File: config.mk
export PLATFORM = sky130hd
export DESIGN_NAME = riscv_issue_ctrl
export DESIGN_NICKNAME = d
export VERILOG_FILES = /design/src/rtl/riscv_issue_ctrl.sv
export SDC_FILE = /design/constraint.sdc
export NUM_CORES = 1
export LEC_CHECK = 0
export ABC_CLOCK_PERIOD_IN_PS = 3400
export BUFFER_PORTS_ARGS = -buffer_cell sky130_fd_sc_hd__clkbuf_2
export CAP_MARGIN = 20
export CORE_ASPECT_RATIO = 0.9
export CORE_MARGIN = 4
export CORE_UTILIZATION = 45
export DETAILED_ROUTE_END_ITERATION = 10
export PLACE_DENSITY_LB_ADDON = 0.05
export SYNTH_ARGS = -nofsm -noshare
export SYNTH_HDL_FRONTEND = slang
export SYNTH_SLANG_ARGS = --single-unit
File: constraint.sdc
create_clock -name clk -period 3.4 [get_ports clk]
set_input_delay 0 -clock clk [delete_from_list [all_inputs] [get_ports clk]]
set_output_delay 0 -clock clk [all_outputs]
set_load 0.05 [all_outputs]
File: src/rtl/riscv_issue_ctrl.sv
// ---------------------------------------------------------------------------
// riscv_issue_ctrl
//
// Instruction buffer and issue sequencer for the R-type datapath. Words are
// loaded into an internal RAM while idle. A start request then walks the
// buffer in order. Each word is fetched, decoded into its R-type fields and
// offered to the ALU over a valid/ready handshake. The sequencer reports
// completion with a one-cycle done pulse. It stops in an error state when it
// fetches a word whose opcode is not R-type.
//
// Ports
//   clk, rst        clock and synchronous active-high reset
//   clear           empty the buffer (IDLE) / leave ERROR
//   load_valid/load_data/load_ready   word load handshake (IDLE only)
//   start           run the buffered program (IDLE only)
//   issue_valid/issue_ready           issue handshake towards the ALU
//   opcode, rd, funct3, rs1, rs2, funct7   registered decoded fields
//   issue_pc        buffer index of the instruction being issued
//   instr_count     number of buffered words (0..DEPTH)
//   busy            fetching or issuing
//   done            one-cycle completion pulse
//   error           illegal opcode seen; err_pc holds its index
// ---------------------------------------------------------------------------
module riscv_issue_ctrl #(
  parameter int WIDTH = 32,
  parameter int DEPTH = 32,
  parameter int AW    = 5
) (
  input  logic             clk,
  input  logic             rst,
  input  logic             clear,
  input  logic             load_valid,
  input  logic [WIDTH-1:0] load_data,
  output logic             load_ready,
  input  logic             start,
  output logic             issue_valid,
  input  logic             issue_ready,
  output logic [6:0]       opcode,
  output logic [4:0]       rd,
  output logic [2:0]       funct3,
  output logic [4:0]       rs1,
  output logic [4:0]       rs2,
  output logic [6:0]       funct7,
  output logic [AW-1:0]    issue_pc,
  output logic [AW:0]      instr_count,
  output logic             busy,
  output logic             done,
  output logic             error,
  output logic [AW-1:0]    err_pc
);

  localparam logic [6:0]    OP_RTYPE  = 7'b0110011;
  localparam logic [AW:0]   CNT_ONE   = {{AW{1'b0}}, 1'b1};
  localparam logic [AW-1:0] PC_ONE    = {{(AW-1){1'b0}}, 1'b1};
  localparam logic [AW:0]   CNT_FULL  = (AW+1)'(DEPTH);

  typedef enum logic [2:0] {
    S_IDLE,
    S_FETCH,
    S_ISSUE,
    S_DONE,
    S_ERROR
  } state_t;

  state_t           state_reg, state_next;
  logic [AW:0]      count_reg, count_next;
  logic [AW-1:0]    pc_reg, pc_next;
  logic [AW-1:0]    err_pc_reg, err_pc_next;
  logic [AW-1:0]    issue_pc_reg, issue_pc_next;
  logic [WIDTH-1:0] word_reg, word_next;

  // Instruction buffer: plain array with a registered read port so it maps
  // onto block RAM. Not reset.
  logic [WIDTH-1:0] mem [DEPTH];
  logic [WIDTH-1:0] rd_data_reg;

  logic load_fire;
  logic last_instr;

  // pc is widened to count's width so a full buffer (count == DEPTH)
  // compares correctly against the last index.
  assign last_instr = ({1'b0, pc_reg} == (count_reg - CNT_ONE));
  assign load_fire  = load_valid && load_ready;

  // -------------------------------------------------------------------------
  // Buffer RAM
  // -------------------------------------------------------------------------
  // Loads only happen in IDLE, so the write port never collides with a fetch.
  always_ff @(posedge clk) begin
    if (load_fire) begin
      mem[count_reg[AW-1:0]] <= load_data;
    end
  end

  // The read address is the next pc. The word for a FETCH cycle is therefore
  // already in rd_data_reg when FETCH starts. The opcode check can then be
  // made in the FETCH cycle itself, keeping the 2-cycle issue cadence.
  always_ff @(posedge clk) begin
    rd_data_reg <= mem[pc_next];
  end

  // -------------------------------------------------------------------------
  // State and datapath registers
  // -------------------------------------------------------------------------
  always_ff @(posedge clk) begin
    if (rst) begin
      state_reg    <= S_IDLE;
      count_reg    <= '0;
      pc_reg       <= '0;
      err_pc_reg   <= '0;
      issue_pc_reg <= '0;
      word_reg     <= '0;
    end else begin
      state_reg    <= state_next;
      count_reg    <= count_next;
      pc_reg       <= pc_next;
      err_pc_reg   <= err_pc_next;
      issue_pc_reg <= issue_pc_next;
      word_reg     <= word_next;
    end
  end

  // -------------------------------------------------------------------------
  // Next-state and output logic
  // -------------------------------------------------------------------------
  always_comb begin
    state_next    = state_reg;
    count_next    = count_reg;
    pc_next       = pc_reg;
    err_pc_next   = err_pc_reg;
    issue_pc_next = issue_pc_reg;
    word_next     = word_reg;
    load_ready    = 1'b0;
    issue_valid   = 1'b0;
    busy          = 1'b0;
    done          = 1'b0;
    error         = 1'b0;

    case (state_reg)
      S_IDLE: begin
        // A word offered together with start or clear is not taken, so a
        // run never starts on a half-updated count.
        load_ready = (count_reg < CNT_FULL) && !start && !clear;
        if (clear) begin
          count_next = '0;
        end else if (start) begin
          pc_next = '0;
          if (count_reg == '0) begin
            state_next = S_DONE;
          end else begin
            state_next = S_FETCH;
          end
        end else if (load_valid && (count_reg < CNT_FULL)) begin
          count_next = count_reg + CNT_ONE;
        end
      end

      S_FETCH: begin
        busy          = 1'b1;
        // Fields are captured even for an illegal word so the offending
        // encoding stays visible on the field outputs while in ERROR.
        word_next     = rd_data_reg;
        issue_pc_next = pc_reg;
        if (rd_data_reg[6:0] != OP_RTYPE) begin
          err_pc_next = pc_reg;
          state_next  = S_ERROR;
        end else begin
          state_next  = S_ISSUE;
        end
      end

      S_ISSUE: begin
        busy        = 1'b1;
        issue_valid = 1'b1;
        if (issue_ready) begin
          if (last_instr) begin
            state_next = S_DONE;
          end else begin
            pc_next    = pc_reg + PC_ONE;
            state_next = S_FETCH;
          end
        end
      end

      S_DONE: begin
        done       = 1'b1;
        pc_next    = '0;
        state_next = S_IDLE;
      end

      S_ERROR: begin
        error = 1'b1;
        if (clear) begin
          count_next = '0;
          pc_next    = '0;
          state_next = S_IDLE;
        end
      end

      default: begin
        state_next = S_IDLE;
      end
    endcase
  end

  // -------------------------------------------------------------------------
  // Field outputs: slices of the registered instruction word
  // -------------------------------------------------------------------------
  assign opcode      = word_reg[6:0];
  assign rd          = word_reg[11:7];
  assign funct3      = word_reg[14:12];
  assign rs1         = word_reg[19:15];
  assign rs2         = word_reg[24:20];
  assign funct7      = word_reg[31:25];
  assign issue_pc    = issue_pc_reg;
  assign err_pc      = err_pc_reg;
  assign instr_count = count_reg;

endmodule

# Word-level counts from Yosys, hierarchy flattened
# Memory sizes are Yosys's and may differ from the RTL's. A register that Yosys moved wholly into a read port is not among the register bits.
# Cells that the tools add are included.
dict set report op_classes {
  n_addsub 3
  magnitude_cmp 1
  eq_ne 12
  n_mux 26
  reduce_logical 13
}
# cell n
set ops {}
lappend ops {{$mux 5} 5}
lappend ops {{$mux 6} 4}
lappend ops {{$pmux 5 s4} 1}
lappend ops {{$mux 3} 5}
lappend ops {{$pmux 3 s4} 1}
lappend ops {{$pmux 6 s2} 1}
lappend ops {{$ne 2x2->1 const B} 4}
lappend ops {{$reduce_and 4->1} 2}
lappend ops {{$mux 1} 7}
lappend ops {{$ne 7x6->1 const B} 1}
lappend ops {{$add 6x1->6 const B} 1}
lappend ops {{$eq 3x2->1 const B} 2}
lappend ops {{$eq 5x6->1} 1}
lappend ops {{$logic_not 6->1} 1}
lappend ops {{$lt 6x6->1 const B} 1}
lappend ops {{$ne 3x3->1 const B} 2}
lappend ops {{$sub 6x1->6 const B} 1}
lappend ops {{$add 5x1->5 const B} 1}
lappend ops {{$logic_and 1x1->1} 4}
lappend ops {{$mux 2} 2}
lappend ops {{$eq 3x1->1 const B} 1}
lappend ops {{$eq 3x3->1 const B} 1}
lappend ops {{$logic_not 3->1} 1}
lappend ops {{$logic_not 1->1} 2}
lappend ops {{3 further kinds} 3}
dict set report word_totals {
  register_bits 56
  ramBits 1024
  input_bits 38
  out_inout_bits 53
  wordCells 62
  memories 1
}
# memory words width read_ports rd_ports_with_merged_regs wr line_no
set mem_list {}
lappend mem_list {mem 32 32 1 1 1 74} ;# logic [WIDTH-1:0] mem [DEPTH];

# Depth between registers and ports, before layout
dict set report depth {
  ltp_word 7
  ltp_mapped 15
  depth_no_buf 11
}

# Least setup slack after synthesis
# No wires, ideal clock.
dict set report synth_timing {
  path_type {register to register}
  from {reg count_reg[5] (netlist: instr_count[5])}
  to {mem mem[24][0], enable pin}
  setup_time_ns 0.421
  arrival_ns 3.099
  t_required_ns 2.979
  slack_ns -0.120
  stages_incl_launch_ff 6
  n_path_buf 0
  period_less_slack_ns 3.520
  cell_sequence {dfxtp_1 nor3_1 and3b_1 and2_1 nand2_1 nor2_1}
}
dict set report synth_via {
  elab_chain_len 7
}
# item line_no
set synth_rtl {}
lappend synth_rtl {{from (decl)} 66} ;# logic [AW:0] count_reg, count_next;
lappend synth_rtl {{from (signal assigned)} 115} ;# count_reg <= count_next;
lappend synth_rtl {{$lt 6x6->1} 143} ;# load_ready = (count_reg < CNT_FULL) && !start && !clear;
lappend synth_rtl {{$logic_and 1x1->1 (2 in a row)} 143}
lappend synth_rtl {{$mux 1} 139} ;# case (state_reg)
lappend synth_rtl {{named net load_ready} 34} ;# output logic load_ready,
lappend synth_rtl {{$logic_and 1x1->1} 83} ;# assign load_fire = load_valid && load_ready;
lappend synth_rtl {{$mux 1} 90} ;# if (load_fire) begin
lappend synth_rtl {{$mux 1 (not written as such)} 91} ;# mem[count_reg[AW-1:0]] <= load_data;
lappend synth_rtl {{to (decl)} 74}
# The timed path passes the listed nets, and every way through them passes these cells.

# Worst setup path after layout
dict set report layout_timing {
  from {reg count_reg[2] (netlist: instr_count[2])}
  to {reg rd_data_reg[18] (read register of mem)}
}
dict set report layout_via {
  elab_chain_len 5
}
# item line_no
set layout_rtl {}
lappend layout_rtl {{$sub 6x1->6} 82} ;# assign last_instr = ({1'b0, pc_reg} == (count_reg - CNT_ONE));
lappend layout_rtl {{$eq 5x6->1} 82}
lappend layout_rtl {{$mux 5} 176} ;# if (last_instr) begin
lappend layout_rtl {{$mux 5} 175} ;# if (issue_ready) begin
lappend layout_rtl {{$pmux 5 s4} 139}
lappend layout_rtl {{to (decl)} 75} ;# logic [WIDTH-1:0] rd_data_reg;
# Every way passes these cells.
# A chain may end at the register's enable or synchronous reset.

==> out/qor.log <==
INFO  status         run_status=completed
INFO  critical_path  critPathMaxFanout=35
INFO  synthesis      netlist_area_pre_place=43400µm²
INFO  detailed_routing route.vias.total=25700
INFO  synthesis      yosys_register_bits=1112
INFO  synthesis      synth_edf_count=1024
INFO  critical_path  max_stage_delay=0.36ns
INFO  synthesis      top_area_cell_type_share_of_the_netlist_area=70.8%
INFO  grt            grt_pass1_vias=24900
INFO  final_layout   layout.nets=3114
INFO  detailed_routing detail_route.wirelength=127mm
INFO  worst_hold_path min-delay-path-class=in -> reg
INFO  sta            tns=0ns
INFO  die            die-height=303µm
INFO  die            die_area=102000µm²
INFO  place          numPortBuffers=90
INFO  die            floorplan.die.width=335µm
INFO  final_layout   layout-area-overhead-vs-synth=18.5%
INFO  grt            global_route.usage.total=24.8%
INFO  sta            final_max_slew_viol_count=0
INFO  die            initial_cell_density_of_the_core=45.6%
INFO  cts            cts-htree-levels=3
INFO  final_layout   fraction_of_layout_instances_using_a_drive_strength_above_1=16.6%
INFO  cts            clkSlewWorstSetupHoldPaths=0.06ns
INFO  worst_hold_path timing.hold.worst_path_depth=4
INFO  worst_hold_path hold-path-endpoint=instr_count[1]$_SDFFE_PP0P_
INFO  detailed_routing drtIter0Drc=2696
INFO  synthesis      post_synth_and_or_nand_nor_area_fraction=8.40%
INFO  synthesis      synth_xor_area_share=0.141%
INFO  cts            clock-root-buffer=clkbuf_16
INFO  synthesis      synth_top_family_by_area=multiplexers
INFO  final_layout   antenna_cells_inserted=0
INFO  synthesis      postSynth.asyncResetShare=0%
INFO  grt            antenna_found_initial=6
INFO  place          hpwl=71.9mm
INFO  critical_path  worstReg2RegEnd=rd_data_reg[18]$_DFF_P_
INFO  synthesis      synthesis.instances=2805
INFO  sta            hold_viol_final=0
INFO  critical_path  cp_slowest_cell=dfxtp_1
INFO  cts            cts_sinks=1112
INFO  synthesis      synthesis.nets=2848
INFO  detailed_routing wl_per_cell=28.7µm
INFO  sta            layout_setup_ws=0.130ns
INFO  power          net_load_switching_power=0.00614W
INFO  sta            maxClockFrequency=306MHz
INFO  critical_path  reg2reg_from=instr_count[2]$_SDFFE_PP0P_
INFO  synthesis      synth.yosys.warnings=0
INFO  detailed_routing drcViolationCount=0
INFO  synthesis      synth-main-ff-cell=edfxtp_1
INFO  detailed_routing detail_route.vias_per_cell=5.81
INFO  cts            max-clock-path-buffers=3
INFO  critical_path  cp-start-kind=flip-flop
INFO  final_layout   largest_reg_flops=1024
INFO  final_layout   post-route-cell-area=51500µm²
INFO  power          sequentialPowerShare=52.6%
INFO  synthesis      post_synth_num_cell_types=66
INFO  critical_path  rrSetupSlack=0.13ns
INFO  sta            setup_viol=0
INFO  sta            fin_skew=0.0267ns
INFO  final_layout   postLayoutCoreUtil=54.1%
INFO  critical_path  crit_end_element=flip-flop
INFO  cts            cts_inserted_buffers=113
INFO  final_layout   most_common_library_cell_in_the_layout_ignoring_fill_and_taps=edfxtp_1
INFO  synthesis      seq_area_frac_synth=74.9%
INFO  die            row_count=107
INFO  sta            slew-limit-headroom=41.8%
INFO  sta            fin_crit_sh=96.2%
INFO  synthesis      postSynthAreaPerCell=15.5µm²
INFO  critical_path  timing.reg2reg.worst_path_depth=12
INFO  power          p_clk_share=42.5%
INFO  critical_path  cp.required=3.95ns
INFO  place          place_congestion=0.809
INFO  place          placedCellCount=4167
INFO  grt            grt_first_pass_wirelength=180mm
INFO  die            io_pins=91
INFO  synthesis      synth_area_leaders=edfxtp_1 (71%), mux2i_1 (10%), nand2_1 (4.1%)
INFO  sta            max_slew.worst_pin.slew=0.873ns
INFO  synthesis      post_synth_fa_ha_maj_area_fraction=0.144%
INFO  power          sw_frac_of_total=21.4%
INFO  critical_path  crit_path_cell_trace=buf_4 -> nand2b_1 -> o211a_2 -> o31ai_4 -> o211a_4 -> nor2_1 -> a32oi_4 -> buf_12 -> buf_12 -> mux2i_1 -> a32oi_1 -> nand4_1
INFO  detailed_routing drt_pass_1_iters=5
INFO  grt            grt_overflow=0
INFO  cts            tritoncts=yes
INFO  critical_path  crit_path_frequent_cell=buf_12
INFO  final_layout   most-common-layout-cells=edfxtp_1 (1024), nand2_1 (474), mux2i_1 (441)
INFO  cts            clock_latency=0.69ns
INFO  job            number_of_violations_of_the_max_capacitance_limit=0
INFO  synthesis      cell_type_contributing_the_most_total_cell_area_after_synthesis=edfxtp_1
INFO  sta            setup_repair_after_global_routing_missed_its_margin=no
INFO  power          ir_drop=0.440mV
INFO  power          internal_power=0.0225W
INFO  worst_hold_path worst_hold_startpoint=clear
INFO  power          power.static_leakage=18.9nW
INFO  die            core_area=95200µm²
INFO  synthesis      post_synth_mux_area_share=10.3%
INFO  place          dpl_worst_slack=-0.0416ns
INFO  place          place_area=47300µm²
INFO  power          combinationalPowerShare=4.8%
INFO  detailed_routing route.antenna.remaining_nets=0
INFO  final_layout   filler_instances=7671
INFO  synthesis      synth-compound-area-share=4.20%
INFO  sta            period_needed=3.27ns
INFO  critical_path  kind_of_critical_path=reg -> reg
INFO  grt            maximum_number_of_pins_on_one_net_before_global_route_repair=82
INFO  critical_path  arrival=3.82ns
INFO  final_layout   instances_no_fill=4424
INFO  power          power_per_cell_area=557nW/µm²
layout make-up:
| class | instances | area [µm²] | share of cell area [%] |
|---|---|---|---|
| clock buffers | 168 | 3240 | 6.29 |
| repair buffers | 321 | 3280 | 6.37 |
| multi-input cells | 1516 | 10400 | 20.2 |
| clock inverters | 47 | 427 | 0.829 |
| flip-flops and latches | 1112 | 32500 | 63.2 |
| well taps | 1253 | 1570 | 3.05 |
| inverters | 7 | 26.3 | 0.0511 |
worst max path at each step:
stage	depth (start not counted)	slack, ns	endpoint	from
floorplan	5	-0.12	mem[24][0]$_DFFE_PP_	instr_count[5]$_SDFFE_PP0P_
global placement	14	-0.03	rd_data_reg[12]$_DFF_P_	instr_count[0]$_SDFFE_PP0P_
detailed placement	14	-0.04	rd_data_reg[12]$_DFF_P_	instr_count[0]$_SDFFE_PP0P_
CTS	13	0.03	rd_data_reg[12]$_DFF_P_	instr_count[0]$_SDFFE_PP0P_
global route	12	0.005	rd_data_reg[24]$_DFF_P_	instr_count[2]$_SDFFE_PP0P_
finish	12	0.13	rd_data_reg[18]$_DFF_P_	instr_count[2]$_SDFFE_PP0P_
through the flow:
step,power (W),hold WS [ns]
after floorplan,0.0161,0.0989
after global placement,0.0167,0.364
after detailed placement,0.0167,0.390
after CTS,0.0289,0.326
after global routing,0.0296,0.422
final,0.0286,0.370
critical path, delay by kind of cell, from the launching register on:
family / cells / cell delay (ns)
AOI/OAI and AO/OA: 5 / 1.41
buffers and inverters: 3 / 0.75
and+or+nand+nor: 3 / 0.41
DFF: 1 / 0.36
muxes: 1 / 0.16
synthesized netlist by cell type, types with 7 or more instances:
cell type / number
a21oi_1: 44
buf_2: 96
o21ai_1: 30
a32oi_1: 94
buf_4: 14
clkbuf_1: 53
nand3_1: 207
nand4_1: 36
nor3_1: 7
nor2_1: 67
mux2i_1: 441
nand2_1: 474
a221oi_2: 9
a221oi_1: 22
dfxtp_1: 88
o21ai_0: 9
edfxtp_1: 1024
power groups by stage:
stage / Clock (W) / Sequential [W] / Combinational [W]
6_report: 0.0122 / 0.0151 / 0.00139
5_1_grt: 0.0130 / 0.0151 / 0.00150
4_1_cts: 0.0124 / 0.0151 / 0.00139
3_5_place_dp: 0 / 0.0154 / 0.00134
3_3_place_gp: 0 / 0.0154 / 0.00131
2_1_floorplan: 0 / 0.0154 / 0.000718
layer usage:
| metal | wire length (µm) | track usage [%] |
|---|---|---|
| met1 | 57600 | 37.0 |
| met2 | 57900 | 38.8 |
| met5 | 10 | 0 |
| met3 | 8600 | 3.68 |
| met4 | 2860 | 5.89 |
cell families (layout without fill, tap and decap cells):
group | after synthesis | after routing
AOI/OAI and AO/OA | 232 | 232
xor gates and xnor gates | 7 | 7
adders and majority gates | 5 | 5
buffers and inverters | 177 | 543
DFF | 1112 | 1112
muxes | 445 | 445
and+or+nand+nor | 827 | 827
repair_timing:
action	in CTS	in global routing
hold buffers	40	0
resized for setup	1	8
pin swaps	0	2
setup endpoints to repair	2	18
hold endpoints to repair	1055	0
setup buffers	0	2
No activity file was read; power rests on OpenSTA's default activity.
